**src/rtl/wb_timer_if.sv**
```systemverilog
// Wishbone B4 classic bus bundle for the wb_timer responder.
// Signal names are taken from the responder's point of view (_i into the timer, _o out of it).
interface wb_timer_if;
    logic        cyc_i;
    logic        stb_i;
    logic        we_i;
    logic [31:0] adr_i;
    logic [3:0]  sel_i;
    logic [31:0] dat_i;
    logic [31:0] dat_o;
    logic        ack_o;
    logic        err_o;
    logic        rty_o;

    modport slave (
        input  cyc_i, stb_i, we_i, adr_i, sel_i, dat_i,
        output dat_o, ack_o, err_o, rty_o
    );

    modport master (
        output cyc_i, stb_i, we_i, adr_i, sel_i, dat_i,
        input  dat_o, ack_o, err_o, rty_o
    );
endinterface

```
**src/rtl/wb_timer.sv**
```systemverilog
// wb_timer: Wishbone B4 classic memory-mapped 32-bit timer with prescaler and
// compare-match interrupt. Five word registers live in a 32-byte window at BASE_ADDR.
// Optional feature macro: WB_TIMER_BUS_ERR_EN -- when defined, bad offsets and
// misaligned addresses terminate with err_o; otherwise they ack (reads 0, writes dropped).
module wb_timer #(
    parameter logic [31:0] BASE_ADDR      = 32'h8000_0000,
    parameter int          PRESCALE_WIDTH = 16
) (
    input  logic        clk_i,
    input  logic        rst_i,
    wb_timer_if.slave   bus,
    output logic        irq_o
);
    localparam logic [2:0] IDX_CTRL   = 3'd0;
    localparam logic [2:0] IDX_PRESC  = 3'd1;
    localparam logic [2:0] IDX_COUNT  = 3'd2;
    localparam logic [2:0] IDX_CMP    = 3'd3;
    localparam logic [2:0] IDX_STATUS = 3'd4;

    // Architectural state
    logic [2:0]                ctrl_q, ctrl_d;          // [0]EN [1]AUTO_RELOAD [2]IRQ_EN
    logic [PRESCALE_WIDTH-1:0] presc_q, presc_d;
    logic [PRESCALE_WIDTH-1:0] psc_q, psc_d;            // free-running prescaler counter
    logic [31:0]               count_q, count_d;
    logic [31:0]               cmp_q, cmp_d;
    logic                      match_q, match_d;
    logic                      ovf_q, ovf_d;
    logic                      ack_q, ack_d;
    logic                      err_q, err_d;
    logic [31:0]               dat_q, dat_d;

    // Bus decode
    logic [2:0]  idx;
    logic        hit, req, off_ok, wr_en, rd_en;
    logic [31:0] wmask, rdata, wr_val, w1c;

    assign idx    = bus.adr_i[4:2];
    assign hit    = (bus.adr_i[31:5] == BASE_ADDR[31:5]);
    assign req    = bus.cyc_i & bus.stb_i & ~ack_q & ~err_q & hit;
    assign off_ok = (bus.adr_i[1:0] == 2'b00) & (idx <= IDX_STATUS);
    // sel_i == 0 is a legal write that changes nothing, so it is folded in here
    assign wr_en  = req & bus.we_i & off_ok & (|bus.sel_i);
    assign rd_en  = req & ~bus.we_i & off_ok;

    // Expand byte-lane selects into a bit mask
    for (genvar n = 0; n < 4; n++) begin : g_lane
        assign wmask[8*n +: 8] = {8{bus.sel_i[n]}};
    end

    // Current value of the addressed register; also the base for partial writes
    always_comb begin
        rdata = 32'd0;
        case (idx)
            IDX_CTRL:   rdata = {29'd0, ctrl_q};
            IDX_PRESC:  rdata = 32'(presc_q);
            IDX_COUNT:  rdata = count_q;
            IDX_CMP:    rdata = cmp_q;
            IDX_STATUS: rdata = {30'd0, ovf_q, match_q};
            default:    rdata = 32'd0;
        endcase
    end

    assign wr_val = (rdata & ~wmask) | (bus.dat_i & wmask);
    assign w1c    = bus.dat_i & wmask;

    // Tick and counter events, all derived from registered state
    logic tick, set_match, set_ovf;
    assign tick      = ctrl_q[0] & (psc_q == presc_q);
    assign set_match = tick & (count_q == cmp_q);
    assign set_ovf   = tick & (count_q == 32'hFFFF_FFFF);

    // Next-state: timer progression first, then bus writes override where they collide
    always_comb begin
        ctrl_d  = ctrl_q;
        presc_d = presc_q;
        psc_d   = psc_q;
        count_d = count_q;
        cmp_d   = cmp_q;
        match_d = match_q | set_match;
        ovf_d   = ovf_q | set_ovf;

        if (ctrl_q[0]) psc_d = tick ? '0 : psc_q + 1'b1;

        if (tick) count_d = (set_match && ctrl_q[1]) ? 32'd0 : count_q + 32'd1;

        if (wr_en) begin
            case (idx)
                IDX_CTRL:  ctrl_d = wr_val[2:0];
                IDX_PRESC: begin
                    presc_d = wr_val[PRESCALE_WIDTH-1:0];
                    psc_d   = '0;
                end
                IDX_COUNT: count_d = wr_val;
                IDX_CMP:   cmp_d   = wr_val;
                // hardware set wins over the clear so no event is lost
                IDX_STATUS: begin
                    match_d = (match_q & ~w1c[0]) | set_match;
                    ovf_d   = (ovf_q & ~w1c[1]) | set_ovf;
                end
                default: ;
            endcase
        end

`ifdef WB_TIMER_BUS_ERR_EN
        ack_d = req & off_ok;
        err_d = req & ~off_ok;
`else
        ack_d = req;
        err_d = 1'b0;
`endif
        dat_d = rd_en ? rdata : 32'd0;
    end

    // State registers with synchronous reset; a write on a reset cycle is dropped
    always_ff @(posedge clk_i) begin
        if (rst_i) begin
            ctrl_q  <= '0;
            presc_q <= '0;
            psc_q   <= '0;
            count_q <= '0;
            cmp_q   <= '0;
            match_q <= 1'b0;
            ovf_q   <= 1'b0;
            ack_q   <= 1'b0;
            err_q   <= 1'b0;
            dat_q   <= '0;
        end else begin
            ctrl_q  <= ctrl_d;
            presc_q <= presc_d;
            psc_q   <= psc_d;
            count_q <= count_d;
            cmp_q   <= cmp_d;
            match_q <= match_d;
            ovf_q   <= ovf_d;
            ack_q   <= ack_d;
            err_q   <= err_d;
            dat_q   <= dat_d;
        end
    end

    assign bus.ack_o = ack_q;
    assign bus.err_o = err_q;
    assign bus.rty_o = 1'b0;
    assign bus.dat_o = dat_q;
    assign irq_o     = ctrl_q[2] & match_q;
endmodule

```
**src/flat_wrapper.sv**
```systemverilog
// flat-port wrapper written by rule: the top's interface ports become plain ports
module wb_timer_flat 
#(
    parameter logic [31:0] BASE_ADDR      = 32'h8000_0000,
    parameter int          PRESCALE_WIDTH = 16
)
  (clk_i, rst_i, irq_o, bus_cyc_i, bus_stb_i, bus_we_i, bus_adr_i, bus_sel_i, bus_dat_i, bus_dat_o, bus_ack_o, bus_err_o, bus_rty_o);
  wb_timer_if bus_i ();
  input  logic clk_i;
  input  logic rst_i;
  output logic irq_o;
  input wire logic [$bits(bus_i.cyc_i)-1:0] bus_cyc_i;
  input wire logic [$bits(bus_i.stb_i)-1:0] bus_stb_i;
  input wire logic [$bits(bus_i.we_i)-1:0] bus_we_i;
  input wire logic [$bits(bus_i.adr_i)-1:0] bus_adr_i;
  input wire logic [$bits(bus_i.sel_i)-1:0] bus_sel_i;
  input wire logic [$bits(bus_i.dat_i)-1:0] bus_dat_i;
  output wire logic [$bits(bus_i.dat_o)-1:0] bus_dat_o;
  output wire logic [$bits(bus_i.ack_o)-1:0] bus_ack_o;
  output wire logic [$bits(bus_i.err_o)-1:0] bus_err_o;
  output wire logic [$bits(bus_i.rty_o)-1:0] bus_rty_o;
  assign bus_i.cyc_i = bus_cyc_i;
  assign bus_i.stb_i = bus_stb_i;
  assign bus_i.we_i = bus_we_i;
  assign bus_i.adr_i = bus_adr_i;
  assign bus_i.sel_i = bus_sel_i;
  assign bus_i.dat_i = bus_dat_i;
  assign bus_dat_o = bus_i.dat_o;
  assign bus_ack_o = bus_i.ack_o;
  assign bus_err_o = bus_i.err_o;
  assign bus_rty_o = bus_i.rty_o;
  wb_timer #(.BASE_ADDR(BASE_ADDR), .PRESCALE_WIDTH(PRESCALE_WIDTH)) u_core (.clk_i(clk_i), .rst_i(rst_i), .bus(bus_i), .irq_o(irq_o));
endmodule
```
**config.mk**
```make
export PLATFORM = sky130hd
export DESIGN_NAME = wb_timer_flat
export DESIGN_NICKNAME = d
export VERILOG_FILES = /design/src/rtl/wb_timer_if.sv /design/src/rtl/wb_timer.sv /design/src/flat_wrapper.sv
export SDC_FILE = /design/constraint.sdc
export NUM_CORES = 1
export LEC_CHECK = 0
export CAP_MARGIN = 20
export CORE_MARGIN = 10
export CORE_UTILIZATION = 50
export DETAILED_ROUTE_END_ITERATION = 10
export DONT_BUFFER_PORTS = 1
export PLACE_DENSITY = 0.68
export SYNTH_ARGS = -nofsm -noshare
export SYNTH_HDL_FRONTEND = slang
export SYNTH_SLANG_ARGS = --single-unit
```
**constraint.sdc**
```tcl
create_clock -name clk_i -period 2 [get_ports clk_i]
set_clock_uncertainty 0.05 [all_clocks]
set_input_delay 0.3 -clock clk_i [delete_from_list [all_inputs] [get_ports clk_i]]
set_output_delay 0.3 -clock clk_i [all_outputs]
set_load 0.01 [all_outputs]
```
==> results of run 1 <==
-- flip-flops by register name, summed over array words and instances (netlist names) --
register          cells
u_core.bus.ack_o      1
u_core.bus.dat_o     32
u_core.cmp_q         32
u_core.count_q       32
u_core.ctrl_q         3
u_core.match_q        1
u_core.ovf_q          1
u_core.presc_q       16
u_core.psc_q         16
-- worst reg2reg max path: stages, from the launching register on --
cell     delay (ns)
dfxtp_2        0.35
xor2_4         0.20
nor4_4         0.35
nand3_4        0.14
or4b_4         0.54
o31a_1         0.27
a22oi_1        0.18
-- layer usage --
metal / GRT usage / wire length (um) / part of all wire / vias to the layer above
met2: 0.370 / 11300 / 0.47 / 407
met5: 0 / 0 / 0 / -
met4: 0.115 / 952 / 0.039 / 0
met1: 0.281 / 9470 / 0.39 / 3214
met3: 0.0558 / 2420 / 0.10 / 66
li1: - / - / - / 2997
-- cell type report --
cell class | count | area [sq um]
fill | 1141 | 4980
multi-input combinational | 600 | 4310
sequential | 134 | 2700
timing repair buffer | 114 | 1080
clock buffer | 19 | 453
tap | 180 | 225
clock inverter | 13 | 83.8
inverter | 12 | 45.0
antenna | 1 | 2.50
-- power groups by stage --
stage,Combinational [uW],Clock [uW],Sequential (uW)
3_5_place_dp,166,0,2730
3_3_place_gp,163,0,2730
6_report,201,2850,2670
2_1_floorplan,152,0,2730
4_1_cts,195,2860,2670
5_1_grt,213,2970,2670
-- through the flow --
stage          TNS (ns)  hold slack (ns)  cells
2_1_floorplan    -0.461            0.400    804
3_3_place_gp      -5.31            0.327   1033
3_5_place_dp      -9.54            0.329   1033
4_1_cts          -0.871          0.00179   1067
5_1_grt           -4.76           0.0233   1073
6_report          -2.04           0.0165   1073
-- worst max-delay path by stage --
stage                              end  slack, ns  cells after the start
detailed placement    u_core.cmp_q[23]      -0.18                      7
floorplan             u_core.cmp_q[19]      -0.06                      8
CTS                 u_core.count_q[31]      -0.08                      6
finish              u_core.count_q[31]      -0.16                      6
global route        u_core.count_q[31]      -0.26                      6
global placement    u_core.count_q[25]      -0.12                      8
-- cells by family after synthesis --
kind of cell / Yosys count / synth area share
simple gates: 335 / 0.249
compound gates: 124 / 0.133
mux: 48 / 0.0757
fa+ha+maj: 2 / 0.00354
xor+xnor: 89 / 0.111
flops: 134 / 0.379
buf+inv: 70 / 0.0483
other cells: 1 / 0.000530
-- placed cells by master (no fill, tap or decap), drive strengths merged, types with 4 or more instances in the layout --
cell      netlist  layout
nor2           89      89
nand3          22      22
a22o           26      26
and2            4       4
nand4          23      23
nand2          74      74
a21oi          11      11
clkbuf         30      24
dfxtp         134     134
xor2           54      54
nand2b          4       4
and3           27      27
o2bb2ai        10      10
buf            28     108
or2            15      15
nor3           22      22
clkinv          0       7
and4            7       7
clkinvlp        0       6
xnor2          35      35
o21ai          37      37
mux2           24      24
nor4           34      34
inv            12      12
nor4b           4       4
mux2i          22      22
a22oi          21      21
-- timing repair --
action                                 CTS  global route
setup endpoints to repair               30            99
gates resized for setup                 21            33
cloned                                   0             5
hold buffers                             2             0
pin swaps                                4             1
endpoints found under the hold margin   47             0
==> flow_summary.toml, run 1 <==
[place]
buffer_ports.inserted = 0
routabilityCongestion = 0.987
placed_area_sq_um = 7940
dpl_worst_slack_ns = -0.179
post-dp-hpwl_um = 16700

[synth]
synth_sequential_area_ratio = 0.379
synth_area_sq_um = 7080
ys_seq_elements = 134
synth-edff-count = 0
synth-main-ff-cell = "dfxtp_1"
synth.largest_area_cell = "dfxtp_1"
yosysWarningCount = 0
post-synth-top-count-cell = "dfxtp_1"
post_synth_inst_count = 803
post_synth.cell_area_avg_sq_um = 8.81
synth_top_cells_by_area = "dfxtp_1, xor2_1, nor2_1"
synth.top_cell.area_share = 0.379
async_flop_share = 0
synth_common_cells = "dfxtp_1, nor2_1, nand2_1, xor2_1, xnor2_1"
synth_cell_type_count = 63

[global_route]
antenna_violations_before_repair = 1
grt_start_max_net_pins = 39
first_pass_grt_wire_length_um = 36100
number_of_global_route_vias_before_repair = 6737
total_overflow_reported_by_the_global_router = 0
all_layer_global_routing_usage = 0.230

[clocking]
htree_num_levels = 4
insertion_delay_ns = 0.44
buffers_inserted_by_post_cts_timing_repair = 0
clock_tree_from_tritoncts = "yes"
cts.root.buffer_cell = "clkbuf_16"
clk_path_buf_depth = 2
numCtsBuffers = 17
post_cts_clock_slew_at_the_launch_and_capture_registers_of_the_worst_setup_and_hold_paths_ns = 0.07
clock_sink_count = 134

[critical_path]
r2r-end = "u_core.count_q[31]"
critical_path_peak_fanout = 4
worstPathCellList = "xor2_4 > nor4_4 > nand3_4 > or4b_4 > o31a_1 > a22oi_1"
critPathLaunchType = "flip-flop"
setup.worst_path.end_class = "flip-flop"
arrival_ns = 2.45
crit_slowest_cell = "or4b_4"
worstPathBufferInverterCount = 0
cp-startpoint = "u_core.psc_q[11]"
setup.reg_to_reg.worst_slack_ns = -0.16
reg2regPathDepth = 6
max_stage_delay_ns = 0.54
worstPathRequired_ns = 2.30
start_of_the_worst_register_to_register_path = "u_core.psc_q[11]"
worst-setup-path-type = "reg -> reg"
critical_path.top_delay_family = "simple AND/OR/NAND/NOR gates"

[detailed_routing]
via_per_inst = 6.23
drtAntennaViolNets = 0
drt-pass1-iter-count = 9
drt_iter0_drc = 654
drc = 0
post_drt_wl_per_cell_um = 22.5
via_count = 6684
total_wirelength_um = 24100

[hold_path]
holdPathEnd = "u_core.bus.dat_o[5]"
min_from = "bus_adr_i[4]"
timing.hold.worst_path_depth = 2
min-delay-path-class = "in -> reg"

[floorplanning]
floorplan.die.height_um = 139
die_w_um = 139
std_cell_rows = 43
floorplan.die_area_sq_um = 19300
starting_density_of_the_core = 0.510
top_level_ports = 109
core-area_sq_um = 13900

[power_and_ir_drop]
pwr-share-clk = 0.499
leakagePower_uw = 0.00356
power-per-cell-area_nw_per_um2 = 643
power_switching_uw = 1340
finalPower_uw = 5720
power.sequential.fraction = 0.466
power.switching_fraction = 0.235
power.ir.vdd_worst_mv = 0.550
internal_power_of_the_cells_uw = 4380
portion_of_total_power_attributed_to_combinational_logic = 0.035

[sta]
slew_violations = 0
fmax_achieved_mhz = 464
worst_margin_slew_ns = 0.629
final_period_minus_worst_setup_slack_ns = 2.16
setup-violations-final = 31
final-hold-violation-count = 0
relSlewSlack = 0.576
tcrit_tclk_final = 1.08
timing.final.ws_setup_ns = -0.156
rsz0062_at_grt = "yes"

[cells_and_area]
design_area_sq_um = 8900
fin_util = 0.641
fraction_of_layout_cells_with_a_size_suffix_above_1 = 0.291
fin_nets = 954
syn2layout_area_growth_pct = 25.7

[job]
cap_violations = 0

[outcome]
violations = "negative setup slack"
outcome = "finished, violations left"
Power figures use the tool's default switching activity.
==> inputs of run 2 (changes only) <==
- CORE_UTILIZATION: 50 -> 40
- PLACE_DENSITY: 0.68 -> not set
==> flow_summary.toml, run 2 (synthesis results as in run 1) <==
[clocking]
clock_tree_from_tritoncts = "yes"
clk_path_buf_depth = 2
htree_num_levels = 4
hold_buffers = 2
insertion_delay_ns = 0.44
post_cts_clock_slew_at_the_launch_and_capture_registers_of_the_worst_setup_and_hold_paths_ns = 0.06
numCtsBuffers = 17
cts.root.buffer_cell = "clkbuf_16"
clock_sink_count = 134

[global_route]
total_overflow_reported_by_the_global_router = 0
all_layer_global_routing_usage = 0.191
first_pass_grt_wire_length_um = 35800
grt_start_max_net_pins = 43
antenna_violations_before_repair = 0
number_of_global_route_vias_before_repair = 6488

[power_and_ir_drop]
power.ir.vdd_worst_mv = 0.600
power-per-cell-area_nw_per_um2 = 697
leakagePower_uw = 0.00368

[floorplanning]
floorplan.die_area_sq_um = 23400
starting_density_of_the_core = 0.409
core-area_sq_um = 17300
top_level_ports = 109
std_cell_rows = 48
floorplan.die.height_um = 153
die_w_um = 153

[job]
cap_violations = 0

[critical_path]
critPathLaunchType = "flip-flop"
setup.reg_to_reg.worst_slack_ns = -0.15
critical_path_peak_fanout = 4
worst-setup-path-type = "reg -> reg"
worstPathRequired_ns = 2.30
arrival_ns = 2.44
setup.worst_path.end_class = "flip-flop"

[cells_and_area]
area.sequential_sq_um = 2700
final_cell_count_no_fill = 1134
fin_nets = 971
commonest_cells_after_routing_fill_and_taps_aside = "dfxtp_1, buf_4, nor2_1, nand2_1, xor2_1"
fraction_of_layout_cells_with_a_size_suffix_above_1 = 0.307
design_area_sq_um = 9170
layout_commonest_cell = "dfxtp_1"
multi_input_comb_area_sq_um = 4340
syn2layout_area_growth_pct = 29.6
final.fill_count = 1600

[detailed_routing]
drc = 0
post_drt_wl_per_cell_um = 20.6
drtAntennaViolNets = 0
via_per_inst = 5.58
total_wirelength_um = 23300
via_count = 6333
drt-pass1-iter-count = 5
drt_iter0_drc = 514

[outcome]
outcome = "finished, violations left"
violations = "negative hold slack, negative setup slack"

[place]
placed_cells = 1098
post-dp-hpwl_um = 16500
placed_area_sq_um = 8140
dpl_worst_slack_ns = -0.168
buffer_ports.inserted = 0
routabilityCongestion = 0.860

[sta]
worst_margin_slew_ns = 0.650
slew_violations = 0
fmax_achieved_mhz = 466
setup-violations-final = 10
tcrit_tclk_final = 1.07
final-hold-violation-count = 38
timing.final.ws_setup_ns = -0.145
fin_worst_hold_slack_ns = -0.120
rsz0062_at_grt = "yes"
final_period_minus_worst_setup_slack_ns = 2.15
totalNegativeSetupSlack_ns = -0.502
relSlewSlack = 0.562

[hold_path]
min-delay-path-class = "in -> reg"
run 2: area by class of cell:
| cell class | instances | share of cell area |
|---|---|---|
| inverters | 12 | 0.00491 |
| diodes | 1 | 0.000273 |
| multi-input cells | 600 | 0.473 |
| clock inverters | 11 | 0.0216 |
| flip-flops and latches | 134 | 0.294 |
| well taps | 225 | 0.0307 |
| clock buffers | 20 | 0.0509 |
| repair buffers | 131 | 0.125 |
run 2: repair_timing:
action	4_1_cts	5_1_grt
endpoints found under the setup margin	48	94
buffers inserted	0	1
pin swaps	10	2
gates cloned	0	2
gates resized for setup	38	24
hold endpoints to repair	47	38
run 2: worst max-delay path, cell delays in order (launching register included):
cell     delay, ns
dfxtp_2       0.34
xor2_2        0.20
nor4_4        0.39
nand3_4       0.13
or4b_4        0.54
o31a_1        0.26
a22oi_1       0.14
run 2: worst paths after layout:
kind | startpoint | endpoint | depth (start not counted)
worst max-delay path | u_core.presc_q[13] | u_core.count_q[31] | 6
worst min-delay path | rst_i | u_core.ovf_q | 1
worst max register to register | u_core.presc_q[13] | u_core.count_q[31] | 6
worst min register to register | u_core.ovf_q | u_core.ovf_q | 2
run 2: stage by stage:
stage,total power (uW),util
2_1_floorplan,2880,-
6_report,6400,0.530
3_3_place_gp,2890,0.470
3_5_place_dp,2890,0.470
5_1_grt,6550,0.530
4_1_cts,6430,0.521
run 2: per-layer routing:
metal | GRT usage | routed length (um)
met5 | 0 | 0
met2 | 0.301 | 10800
met3 | 0.0519 | 1720
met1 | 0.247 | 10300
met4 | 0.0590 | 417
run 2: where the power goes:
part           leakage (uW)  switching [uW]  internal (uW)  total (uW)
registers           0.00109    0.0000000730           2670        2670
clock network      0.000311            1240           2310        3550
logic               0.00229             102           77.5         180
total               0.00368            1340           5050        6400
